**src/rtl/voice_allocator.sv**
```systemverilog
// Touch-key to synth-voice allocator: one key served per clock,
// release-voice reuse, idle-first fill and oldest-voice stealing.
module voice_allocator #(
    parameter int NUM_KEYS       = 12,
    parameter int NUM_VOICES     = 4,
    parameter int RELEASE_CYCLES = 1024
) (
    input  logic                    clk_in,
    input  logic                    rst_in,
    input  logic [NUM_KEYS-1:0]     touch_status_in,
    output logic [NUM_VOICES-1:0]   voice_gate_out,
    output logic [NUM_VOICES-1:0]   voice_trigger_out,
    output logic [NUM_VOICES-1:0]   voice_release_out,
    output logic [NUM_VOICES*4-1:0] voice_note_out,
    output logic                    steal_out
);

    localparam int KW = $clog2(NUM_KEYS);
    localparam int VW = $clog2(NUM_VOICES);
    localparam int TW = (RELEASE_CYCLES > 1) ? $clog2(RELEASE_CYCLES) : 1;
    localparam logic [TW-1:0] T_LOAD = TW'(RELEASE_CYCLES - 1);

    typedef enum logic [1:0] {
        V_IDLE   = 2'd0,
        V_ACTIVE = 2'd1,
        V_REL    = 2'd2
    } vstate_t;

    logic [NUM_KEYS-1:0]   touch_q, pending, pending_n;
    logic [NUM_KEYS-1:0]   press, rel;
    logic [15:0]           rel_ext;
    vstate_t               state   [NUM_VOICES];
    vstate_t               state_n [NUM_VOICES];
    logic [3:0]            note    [NUM_VOICES];
    logic [3:0]            note_n  [NUM_VOICES];
    logic [TW-1:0]         timer   [NUM_VOICES];
    logic [TW-1:0]         timer_n [NUM_VOICES];
    logic [VW-1:0]         rank    [NUM_VOICES];
    logic [VW-1:0]         rank_n  [NUM_VOICES];
    logic [NUM_VOICES-1:0] trigger, trigger_n;
    logic                  steal, steal_n;

    logic          serve;
    logic [KW-1:0] serve_key;
    logic [3:0]    serve_note;
    logic          same_hit, idle_hit, rel_hit, steal_sel;
    logic [VW-1:0] same_idx, idle_idx, rel_idx, act_idx, target;
    logic [VW-1:0] rel_rank, act_rank;

    assign press      = touch_status_in & ~touch_q;
    assign rel        = ~touch_status_in & touch_q;
    assign rel_ext    = 16'(rel);
    assign serve_note = 4'(serve_key);

    // Lowest-indexed pending key that is still held wins this cycle.
    always_comb begin
        serve     = 1'b0;
        serve_key = '0;
        for (int k = NUM_KEYS - 1; k >= 0; k--) begin
            if (pending[k] && touch_status_in[k]) begin
                serve     = 1'b1;
                serve_key = KW'(k);
            end
        end
    end

    always_comb begin
        same_hit = 1'b0;
        same_idx = '0;
        idle_hit = 1'b0;
        idle_idx = '0;
        rel_hit  = 1'b0;
        rel_idx  = '0;
        rel_rank = '0;
        act_idx  = '0;
        act_rank = '0;
        for (int v = NUM_VOICES - 1; v >= 0; v--) begin
            if (state[v] == V_REL && note[v] == serve_note) begin
                same_hit = 1'b1;
                same_idx = VW'(v);
            end
            if (state[v] == V_IDLE) begin
                idle_hit = 1'b1;
                idle_idx = VW'(v);
            end
        end
        for (int v = 0; v < NUM_VOICES; v++) begin
            if (state[v] == V_REL && (!rel_hit || rank[v] > rel_rank)) begin
                rel_hit  = 1'b1;
                rel_idx  = VW'(v);
                rel_rank = rank[v];
            end
            if (state[v] == V_ACTIVE && rank[v] >= act_rank) begin
                act_idx  = VW'(v);
                act_rank = rank[v];
            end
        end
        steal_sel = 1'b0;
        if (same_hit) begin
            target = same_idx;
        end else if (idle_hit) begin
            target = idle_idx;
        end else if (rel_hit) begin
            target = rel_idx;
        end else begin
            target    = act_idx;
            steal_sel = 1'b1;
        end
    end

    always_ff @(posedge clk_in or posedge rst_in) begin
        if (rst_in) begin
            touch_q <= '0;
            pending <= '0;
            trigger <= '0;
            steal   <= 1'b0;
            for (int v = 0; v < NUM_VOICES; v++) begin
                state[v] <= V_IDLE;
                note[v]  <= '0;
                timer[v] <= '0;
                rank[v]  <= VW'(v);
            end
        end else begin
            touch_q <= touch_status_in;
            pending <= pending_n;
            trigger <= trigger_n;
            steal   <= steal_n;
            for (int v = 0; v < NUM_VOICES; v++) begin
                state[v] <= state_n[v];
                note[v]  <= note_n[v];
                timer[v] <= timer_n[v];
                rank[v]  <= rank_n[v];
            end
        end
    end

    // An assignment overrides any release or timeout on the same voice.
    always_comb begin
        pending_n = (pending | press) & touch_status_in;
        if (serve) pending_n[serve_key] = 1'b0;
        trigger_n = '0;
        steal_n   = serve & steal_sel;
        for (int v = 0; v < NUM_VOICES; v++) begin
            state_n[v] = state[v];
            note_n[v]  = note[v];
            timer_n[v] = timer[v];
            rank_n[v]  = rank[v];
            case (state[v])
                V_REL: begin
                    if (timer[v] == '0) state_n[v] = V_IDLE;
                    else timer_n[v] = timer[v] - 1'b1;
                end
                V_ACTIVE: begin
                    if (rel_ext[note[v]]) begin
                        state_n[v] = V_REL;
                        timer_n[v] = T_LOAD;
                    end
                end
                default: ;
            endcase
            if (serve && target == VW'(v)) begin
                state_n[v]   = V_ACTIVE;
                note_n[v]    = serve_note;
                timer_n[v]   = '0;
                rank_n[v]    = '0;
                trigger_n[v] = 1'b1;
            end else if (serve && rank[v] < rank[target]) begin
                rank_n[v] = rank[v] + 1'b1;
            end
        end
    end

    always_comb begin
        for (int v = 0; v < NUM_VOICES; v++) begin
            voice_gate_out[v]       = (state[v] == V_ACTIVE);
            voice_release_out[v]    = (state[v] == V_REL);
            voice_note_out[4*v +: 4] = note[v];
        end
        voice_trigger_out = trigger;
        steal_out         = steal;
    end

endmodule

```
**config.mk**
```make
export PLATFORM = sky130hd
export DESIGN_NAME = voice_allocator
export DESIGN_NICKNAME = d
export VERILOG_FILES = /design/src/rtl/voice_allocator.sv
export SDC_FILE = /design/constraint.sdc
export NUM_CORES = 1
export LEC_CHECK = 0
export ABC_AREA = 1
export ABC_CLOCK_PERIOD_IN_PS = 5800
export BUFFER_PORTS_ARGS = -buffer_cell sky130_fd_sc_hd__buf_2
export CORE_MARGIN = 2
export CORE_UTILIZATION = 30
export DETAILED_ROUTE_END_ITERATION = 10
export GPL_TIMING_DRIVEN = 0
export PLACE_DENSITY_LB_ADDON = 0.12
export REMOVE_ABC_BUFFERS = 1
export SETUP_SLACK_MARGIN = 0.15
export SYNTH_ARGS = -nofsm -noshare
export SYNTH_HDL_FRONTEND = slang
export SYNTH_SLANG_ARGS = --single-unit
```
**constraint.sdc**
```tcl
create_clock -name clk_in -period 5.8 [get_ports clk_in]
set_input_delay 1.16 -clock clk_in [delete_from_list [all_inputs] [get_ports clk_in]]
set_output_delay 1.16 -clock clk_in [all_outputs]
set_load 0.05 [all_outputs]
```
## Yosys cells after proc, flatten, opt, wreduce, memory -nomap -nowiden

Cells that the tools add are included.

- Register bits: 101
- Input port bits: 14
- Output and inout bits: 29
- Logic and storage cells: 266

- $add $sub $neg: 8
- Magnitude comparators: 18
- Equal/unequal tests: 27
- Multiplexer cells: 120
- Bitwise gates (word level): 10
- Reduce and logical (&&, ||, !) cells: 63

Operators with widths:

| operator | count |
|---|---|
| 10-bit two-way mux | 12 |
| 2-bit two-way mux | 43 |
| 10-bit case mux with 2 select lines | 4 |
| 12-bit AND | 4 |
| 4-bit two-way mux | 12 |
| 10-bit logical NOT | 4 |
| 10-bit by 1-bit subtractor with 10-bit output, second input constant | 4 |
| 1-bit two-way mux | 38 |
| 12-bit inverter | 3 |
| 1-bit logical AND | 32 |
| 4-bit by 5-bit < comparator with 1-bit output, second input constant | 5 |
| 3-bit by 1-bit != test with 1-bit output, second input constant | 8 |
| 3-bit AND reduction | 8 |
| 1-bit binary-select mux with 4-bit select | 4 |
| 4-bit == test | 4 |
| 2-bit case mux with 2 select lines | 4 |
| 2-bit == test, second input constant | 6 |
| 12-bit two-way mux | 1 |
| 3-bit by 2-bit != test with 1-bit output, second input constant | 4 |
| 12-bit bitwise OR | 1 |
| 3-bit nonzero test | 4 |
| 2-bit by 1-bit == test with 1-bit output, second input constant | 5 |
| 2-bit logical NOT | 5 |
| 2-bit by 1-bit adder with 2-bit output, second input constant | 4 |
| 13 further kinds | 27 |

## Logic depth before layout (Yosys ltp)

Gate-level depths: netlist (run 1).

- Word-level depth: 28
- Depth in mapped cells: 37
- Depth with buffers taken out: 37

## Least setup slack after synthesis (run 1)

Ideal clock, no wire load.

- Kind: reg-to-reg
- Start: reg state[7] (netlist name)
- End: reg timer[10] (netlist name)
- Setup time: 0.125 ns
- Arrival time: 4.796 ns
- Data required time: 5.675 ns
- Slack: 0.879 ns
- Stages on the path, launching flop included: 28
- Path buffers: 2
- Clock period less this slack: 4.921 ns
- Cells stage by stage: dfrtp_1 inv_1 ha_1 clkbuf_1 nand2_1 ha_1 o21ai_0 nand2_1 nand2_1 o21ai_0 ha_1 o21a_1 o21bai_1 nand2_1 o21ai_0 ha_1 a21boi_0 o21ai_0 a21boi_0 o31ai_1 o21ai_0 nand2_4 nand2_4 nor3_4 inv_4 buf_2 o211ai_1 o21ai_2

- Elaborated cells on any way between the ends: 53
- Those cells by class: order compare: 6; eq/ne: 5; mux: 24; reduce/logical: 18

RTL lines:

| element | line | RTL |
|---|---|---|
| from (decl) | 32 | `vstate_t state [NUM_VOICES];` |
| from (signal, indexed assignment) | 129 | `state[v] <= state_n[v];` |
| 2-bit by 1-bit == test with 1-bit output (*) | n/a |  |
| net voice_gate_out[0] | 11 | `output logic [NUM_VOICES-1:0] voice_gate_out,` |
| 1-bit logical AND (*) | 93 | `if (state[v] == V_ACTIVE && rank[v] >= act_rank) begin` |
| 2-bit two-way mux (*) | 93 |  |
| 2-bit greater-or-equal comparator | 93 |  |
| 1-bit logical AND | 93 |  |
| 2-bit two-way mux | 93 |  |
| 2-bit greater-or-equal comparator | 93 |  |
| (+4 left out) | n/a |  |
| 2-bit two-way mux (*) | 93 |  |
| 2-bit two-way mux (*) | 103 | `end else if (rel_hit) begin` |
| 2-bit two-way mux (*) | 101 | `end else if (idle_hit) begin` |
| 2-bit two-way mux (*) | 99 | `if (same_hit) begin` |
| 2-bit == test (*) | 161 | `if (serve && target == VW'(v)) begin` |
| 1-bit logical AND (*) | 161 |  |
| 3-bit by 2-bit != test with 1-bit output (no line), or another cell as far along | n/a |  |
| 3-bit AND reduction (no line) | n/a |  |
| to (signal, indexed assignment) | 131 | `timer[v] <= timer_n[v];` |
| to (decl) | 36 | `logic [TW-1:0] timer [NUM_VOICES];` |

The timed path passes the listed nets; every way through them passes the cells marked *.
A chain may end at the register's enable or synchronous reset.

## Final worst setup path (run 1)

- Start: reg state[6] (netlist name)
- End: reg timer[13] (netlist name)

- Longest elaborated chain between the ends: 21
- Elaborated cells on any way between the ends: 53
- Those cells by class: order compare: 6; eq/ne: 5; mux: 24; reduce/logical: 18

RTL lines:

| element | line | RTL |
|---|---|---|
| 2-bit == test | 78, 88 |  |
| 2-bit two-way mux / 1-bit two-way mux (equally long branches) | 88 | `if (state[v] == V_REL && (!rel_hit \|\| rank[v] > rel_rank)) begin` |
| 2-bit > comparator / 1-bit logical NOT (equally long branches) | 88 |  |
| 1-bit logical OR | 88 |  |
| 1-bit logical AND | 88 |  |
| 2-bit two-way mux / 1-bit two-way mux (equally long branches) | 88 |  |
| 2-bit > comparator / 1-bit logical NOT (equally long branches) | 88 |  |
| 1-bit logical OR | 88 |  |
| (+5 left out) | n/a |  |
| 2-bit two-way mux / 1-bit two-way mux (equally long branches) | 88 |  |
| 2-bit two-way mux | 103 |  |
| 2-bit two-way mux | 101 |  |
| 2-bit two-way mux (*) | 99 |  |
| 2-bit == test (*) | 161 |  |
| 1-bit logical AND (*) | 161 |  |
| 3-bit by 2-bit != test with 1-bit output (no line), or another cell as far along | n/a |  |
| 3-bit AND reduction (no line) | n/a |  |

Every way passes the cells marked *; elsewhere a longest branch is shown, timed or not.

==> flow_metrics.py, run 1 <==
metrics = {
    "status": {
        "status": "completed",
    },
    "synth": {
        "synthTopCellsByArea": "dfrtp_1, nand2_1, inv_1, nand3_1, ha_1",
        "yosys_warnings": 0,
        "synth_top_area_share_pct": 36.5,
        "yosys.area.top_type": "dfrtp_1",
        "ys_seq_elements": 101,
        "synthFlopType": "dfrtp_1",
        "synth_area_um2": 6660,
        "synth_edf_count": 0,
        "synth_cells": 885,
        "postSynthAreaPerCell_um2": 7.52,
        "ys_types": 46,
        "async_reset_ff_share_pct": 100,
        "synth-seq-area-share_pct": 38.0,
    },
    "sta": {
        "fmax_mhz": 196,
        "layout_min_cycle_time_ps": 5090,
        "worstMarginPinSlew_ps": 933,
        "grt_setup_unrepaired": "false",
        "setup_violations": 0,
        "finClkSkew_ps": 9.58,
        "hold_violations": 0,
        "slew_viol_final": 0,
        "maxSlewHeadroom_pct": 37.8,
        "fin_crit_sh_pct": 87.8,
    },
    "floorplanning": {
        "die_w_um": 153,
        "pin_count": 43,
        "fp.dieH_um": 153,
        "rows": 54,
        "core_area_um2": 21800,
        "start_util_pct": 30.5,
        "die_area_um2": 23400,
    },
    "setup_path": {
        "r2r_slack_ps": 710,
        "cpMaxStageDelayCell": "dfrtp_1",
        "start_kind": "flip-flop",
        "r2r-end": "timer[13]",
        "cp.arrival_ps": 5380,
        "slowest_delay_ps": 430,
        "crit_path_max_fanout": 20,
        "worstRegToRegCells": 34,
        "cp.required_ps": 6090,
        "r2r_start": "state[6]",
        "path_class": "flip-flop to flip-flop",
        "endpoint_kind": "flip-flop",
    },
    "cells_and_area": {
        "layout_commonest_cell": "nand2_1",
        "stdcell_count": 1209,
        "antenna_cells": 0,
        "layout_common_cells": "nand2_1, inv_1, dfrtp_1",
        "fill_cells": 2355,
        "area_delta_synth_final_pct": 13.2,
        "drive_gt1_share_pct": 12.5,
        "layout.nets": 966,
    },
    "clock_tree": {
        "clk_latency_ps": 360,
        "cts_buffer_depth": 2,
        "clock-root-buffer": "clkbuf_16",
        "cts_tree": "yes",
        "cts_buffers": 9,
        "clkSinkCount": 101,
        "cts.clk_slew.worst_paths_ps": 70,
        "h-tree-depth": 3,
    },
    "place": {
        "gp_congestion": 0.836,
        "portBuffers": 42,
        "hpwl_um": 12500,
        "placed_cells": 1190,
    },
    "drt": {
        "finalWirelength_um": 17500,
        "ant_nets": 0,
        "drt-vias-per-instance": 4.75,
        "drt_pre_antenna_iters": 5,
        "drt_iter0_drc": 344,
        "vias": 5745,
        "route.detailed.drc": 0,
        "wire_per_inst_um": 14.5,
    },
    "grt": {
        "grt_max_degree": 58,
        "antenna_found_initial": 0,
        "grt_pass1_wl_um": 29200,
        "grt_usage_pct": 15.5,
        "grt_pass1_vias": 5566,
        "gr-total-overflow": 0,
    },
    "min_path": {
        "min_from": "pending[0]",
        "holdPathStages": 1,
        "min_path_type": "flip-flop to flip-flop",
        "hold_end": "pending[0]",
    },
    "run": {
        "drv_cap": 0,
    },
}
cell type report:
class,count,area (um2),share of cell area (%)
multi-input cells,598,3430,45.5
inverters,167,634,8.41
repair buffers,47,282,3.73
clock buffers,10,239,3.17
well taps,280,350,4.65
clock inverters,6,68.8,0.913
flip-flops and latches,101,2530,33.6
metal layers:
metal / routed length (um) / GRT usage, %
met5: 0 / 0
met4: 145 / 3.70
met3: 749 / 3.37
met2: 7690 / 23.7
met1: 8940 / 22.4
repair_timing:
item,in CTS,in global routing
endpoints found under the setup margin,46,65
buffers inserted,0,2
gates cloned,0,1
pin swaps,0,1
hold buffers,0,0
resized for setup,2,10
synth_stat cells, types with 4 or more instances:
master	instances
nand2_1	182
inv_1	159
dfrtp_1	97
nand3_1	71
nor2_1	62
o21ai_0	61
o211ai_1	37
a21oi_1	28
ha_1	28
xor2_1	21
nand4_1	12
o221ai_1	10
o21ai_2	9
buf_2	8
clkbuf_1	8
o21ai_1	8
nand2_2	7
nand2_4	7
nor3_1	7
o311ai_0	7
or2_2	5
clkinv_1	4
dfstp_2	4
o311ai_1	4
worst max-delay path, delay by kind of cell (launching register included):
kind	cells	cell delay, ps
flops	1	430
simple gates	11	1030
fa+ha+maj	4	1090
buf+inv	7	640
compound gates	12	1800
flip-flops by register name, summed over array words and instances (netlist names):
name,count
pending,12
rank,8
state,8
steal_out,1
timer,40
touch_q,12
voice_note_out,16
voice_trigger_out,4
stage by stage:
stage	hold WS, ps	util, %	TNS, ps	instance area, um2	worst slack, ps
floorplan	449	-	0	6550	562
global placement	469	32.6	-2720	7110	-477
detailed placement	473	32.8	0	7160	19.5
CTS	484	34.2	0	7470	212
global route	498	34.5	0	7540	137
finish	484	34.5	0	7540	706
how the worst max path moves through the flow:
stage	start	end	slack, ps	depth (start not counted)
final	state[6]	timer[13]	710	34
after global routing	state[6]	timer[17]	140	34
after CTS	state[7]	timer[2]	210	27
after detailed placement	state[7]	timer[34]	20	28
after global placement	state[7]	timer[34]	-480	26
after floorplan	state[7]	timer[34]	560	27
logic make-up (layout without fill, tap and decap cells):
logic type | after synthesis | after routing | synth area share [%]
adder cells (fa/ha/maj) | 28 | 28 | 5.26
XOR/XNOR | 21 | 21 | 2.76
AO/OA/AOI/OAI | 185 | 185 | 18.1
flip-flops | 101 | 101 | 38.0
AND/OR/NAND/NOR | 364 | 364 | 24.8
buffers and inverters | 186 | 230 | 11.1
Power of run 1 is not shown: default switching activity piles up to over one toggle a cycle in this logic, so the estimate is an artifact.
==> run 2, diff against run 1 <==
ABC_AREA = 0   (was 1)
MAX_ROUTING_LAYER = met4   (was not set)
==> run 2 against run 1 <==
  * Critical path depth fell by 11
  * Area after synthesis rose by 2.4%
  * Synthesized cell count is 13% lower
  * Cell count shrank 7.3%
  * Sequential share of layout area shrank 2.1 points
  * Routed wire length grew 19%
  * Non-clock buffer count up 25
  * Largest cell class unchanged
==> flow_metrics.py, run 2 <==
metrics = {
    "synth": {
        "synth_top_area_share_pct": 35.6,
        "synth_area_um2": 6820,
        "yosys_warnings": 0,
        "synthMuxAreaShare_pct": 5.98,
        "async_reset_ff_share_pct": 100,
        "synthAdderAreaFrac_pct": 5.14,
        "synth_xor_area_share_pct": 0.385,
        "synth-seq-area-share_pct": 37.1,
        "synth-compound-area-share_pct": 24.8,
        "postSynthAreaPerCell_um2": 8.84,
        "post-synth-top-count-cell": "dfrtp_1",
        "yosys.area.top_type": "dfrtp_1",
        "synth_top_family_by_area": "compound AO/OA/AOI/OAI gates",
        "netlist_top_cells_count": "dfrtp_1, nor2_1, a21oi_1",
        "synthFlopType": "dfrtp_1",
        "synthTopCellsByArea": "dfrtp_1, ha_1, a21oi_1, nor2_1, o21ai_0",
        "synth_cells": 771,
        "ys_seq_elements": 101,
        "synth_edf_count": 0,
        "yosys.area_share.simple_pct": 22.3,
        "ys_types": 80,
    },
    "setup_path": {
        "cp.required_ps": 6050,
        "crit_path_max_fanout": 4,
        "path_class": "flip-flop to flip-flop",
        "endpoint_kind": "flip-flop",
        "cp.arrival_ps": 5650,
        "start_kind": "flip-flop",
        "r2r_slack_ps": 400,
    },
    "place": {
        "portBuffers": 42,
        "pre_cts_ws_ps": -1380,
        "dpl-instance-area_um2": 7310,
        "hpwl_um": 15000,
        "placed_cells": 1076,
        "gp_congestion": 0.931,
    },
    "sta": {
        "grt_setup_unrepaired": "false",
        "layout_min_cycle_time_ps": 5400,
        "fin_crit_sh_pct": 93.1,
        "slew_viol_final": 0,
        "worstMarginPinSlew_ps": 1290,
        "finClkSkew_ps": 11.1,
        "maxSlewHeadroom_pct": 14.1,
        "fmax_mhz": 185,
        "setup_ws_ps": 401,
        "setup_tns_ps": 0,
        "hold_violations": 0,
        "setup_violations": 0,
    },
    "cells_and_area": {
        "top_register": "timer",
        "layout_common_cells": "dfrtp_1, nor2_1, a21oi_1",
        "area_delta_synth_final_pct": 17.9,
        "antenna_cells": 0,
        "layout_commonest_cell": "dfrtp_1",
        "stdcell_count": 1121,
        "layout.nets": 873,
        "largest_register_ffs": 40,
        "final_area_um2": 8040,
        "fill_cells": 2257,
        "drive_gt1_share_pct": 21.2,
    },
    "drt": {
        "drt_pre_antenna_iters": 5,
        "finalWirelength_um": 20900,
        "vias": 6321,
        "drt_iter0_drc": 478,
        "drt-vias-per-instance": 5.64,
        "ant_nets": 0,
        "route.detailed.drc": 0,
        "wire_per_inst_um": 18.6,
    },
    "grt": {
        "antenna_found_initial": 0,
        "grt_pass1_vias": 5967,
        "gr-total-overflow": 0,
        "grt_pass1_wl_um": 33500,
        "grt_max_degree": 60,
        "grt_usage_pct": 18.2,
    },
    "clock_tree": {
        "cts_buffer_depth": 2,
        "cts_tree": "yes",
        "clock-root-buffer": "clkbuf_16",
        "postCtsHoldBufs": 0,
        "h-tree-depth": 3,
        "clkSinkCount": 101,
        "cts_buffers": 9,
        "clk_latency_ps": 360,
        "cts.clk_slew.worst_paths_ps": 80,
    },
    "run": {
        "drv_cap": 0,
    },
    "power": {
        "power.leakage_nw": 3.37,
        "p_per_area_nw_per_um2": 638,
        "ir_drop_uv": 192,
    },
    "floorplanning": {
        "die_w_um": 155,
        "core_area_um2": 22500,
        "fp.dieH_um": 155,
        "start_util_pct": 30.3,
        "die_area_um2": 23900,
        "rows": 55,
        "pin_count": 43,
    },
    "min_path": {
        "min_path_type": "flip-flop to flip-flop",
    },
    "status": {
        "status": "completed",
    },
}
-- run 2: changes by cell type after synthesis, sizes merged, moves of 20 or more --
cell and change:
inv -116, a21oi +34, nand2b +21, nand2 -140, xor2 -20, o211ai -27, o21ai -29, nand3 -45
nor3 +26
-- run 2: final timing paths --
check,start,to,cells past startpoint
max,state[6],rank[0],23
min,touch_q[0],pending[0],1
max reg2reg,state[6],rank[0],23
min reg2reg,touch_q[0],pending[0],1
max in group asynchronous,rst_in,rank[4],3
min in group asynchronous,rst_in,voice_trigger_out[2],2
-- run 2: final cells by class --
class | count | area (um2) | share of cell area [%]
clock inverters | 4 | 33.8 | 0.420
inverters | 48 | 188 | 2.34
multi-input cells | 599 | 4220 | 52.5
flip-flops and latches | 101 | 2530 | 31.5
well taps | 285 | 357 | 4.44
repair buffers | 72 | 455 | 5.67
clock buffers | 12 | 246 | 3.07
-- run 2: critical path, cell delays in order, from the launching register on --
cell	delay, ps
dfrtp_1	400
buf_4	150
ha_4	170
and2_1	170
ha_1	270
nand2b_1	150
a21oi_2	160
nor2_2	80
mux2_4	330
ha_1	280
nand2b_4	120
a21oi_2	60
nor2_2	120
mux2_2	350
ha_1	290
a21oi_2	170
nor2_1	60
o311a_1	380
o41a_1	400
nor3_2	170
a22oi_1	140
o31ai_2	400
o221ai_1	190
a221oi_1	310
-- run 2: routing by layer --
layer,share of wire (%),up-vias,global-route usage (%)
met2,48,179,28.6
li1,-,3004,-
met4,2.9,0,6.70
met3,3.8,36,2.41
met5,0,-,-
met1,46,3102,24.2
-- run 2: report_power, final --
| group | total [mW] | internal (mW) | switching (mW) |
|---|---|---|---|
| clock | 0.597 | 0.306 | 0.291 |
| combinational | 3.22 | 1.28 | 1.93 |
| sequential | 1.31 | 0.974 | 0.337 |
-- run 2: kinds of logic after synthesis --
| kind of cell | count (synthesis) |
|---|---|
| buffers and inverters | 71 |
| multiplexers | 27 |
| flip-flops | 101 |
| XOR/XNOR | 3 |
| AO/OA/AOI/OAI | 242 |
| AND/OR/NAND/NOR | 299 |
| adder cells (fa/ha/maj) | 28 |
-- run 2: what timing repair did --
action,in CTS,in global routing
setup endpoints to repair,76,76
gates resized for setup,23,28
setup buffers,12,17
pin swaps,7,20
endpoints found under the hold margin,0,0
-- run 2: metrics by stage --
stage               power [mW]  utilization [%]  hold slack [ps]
finish                    5.12             35.7              425
global route              5.54             35.7              461
CTS                       4.92             34.6              429
detailed placement        4.11             32.5              419
global placement          4.04             32.3              414
floorplan                 3.36                -              400
Note: power is estimated with default switching activity, not from simulation.
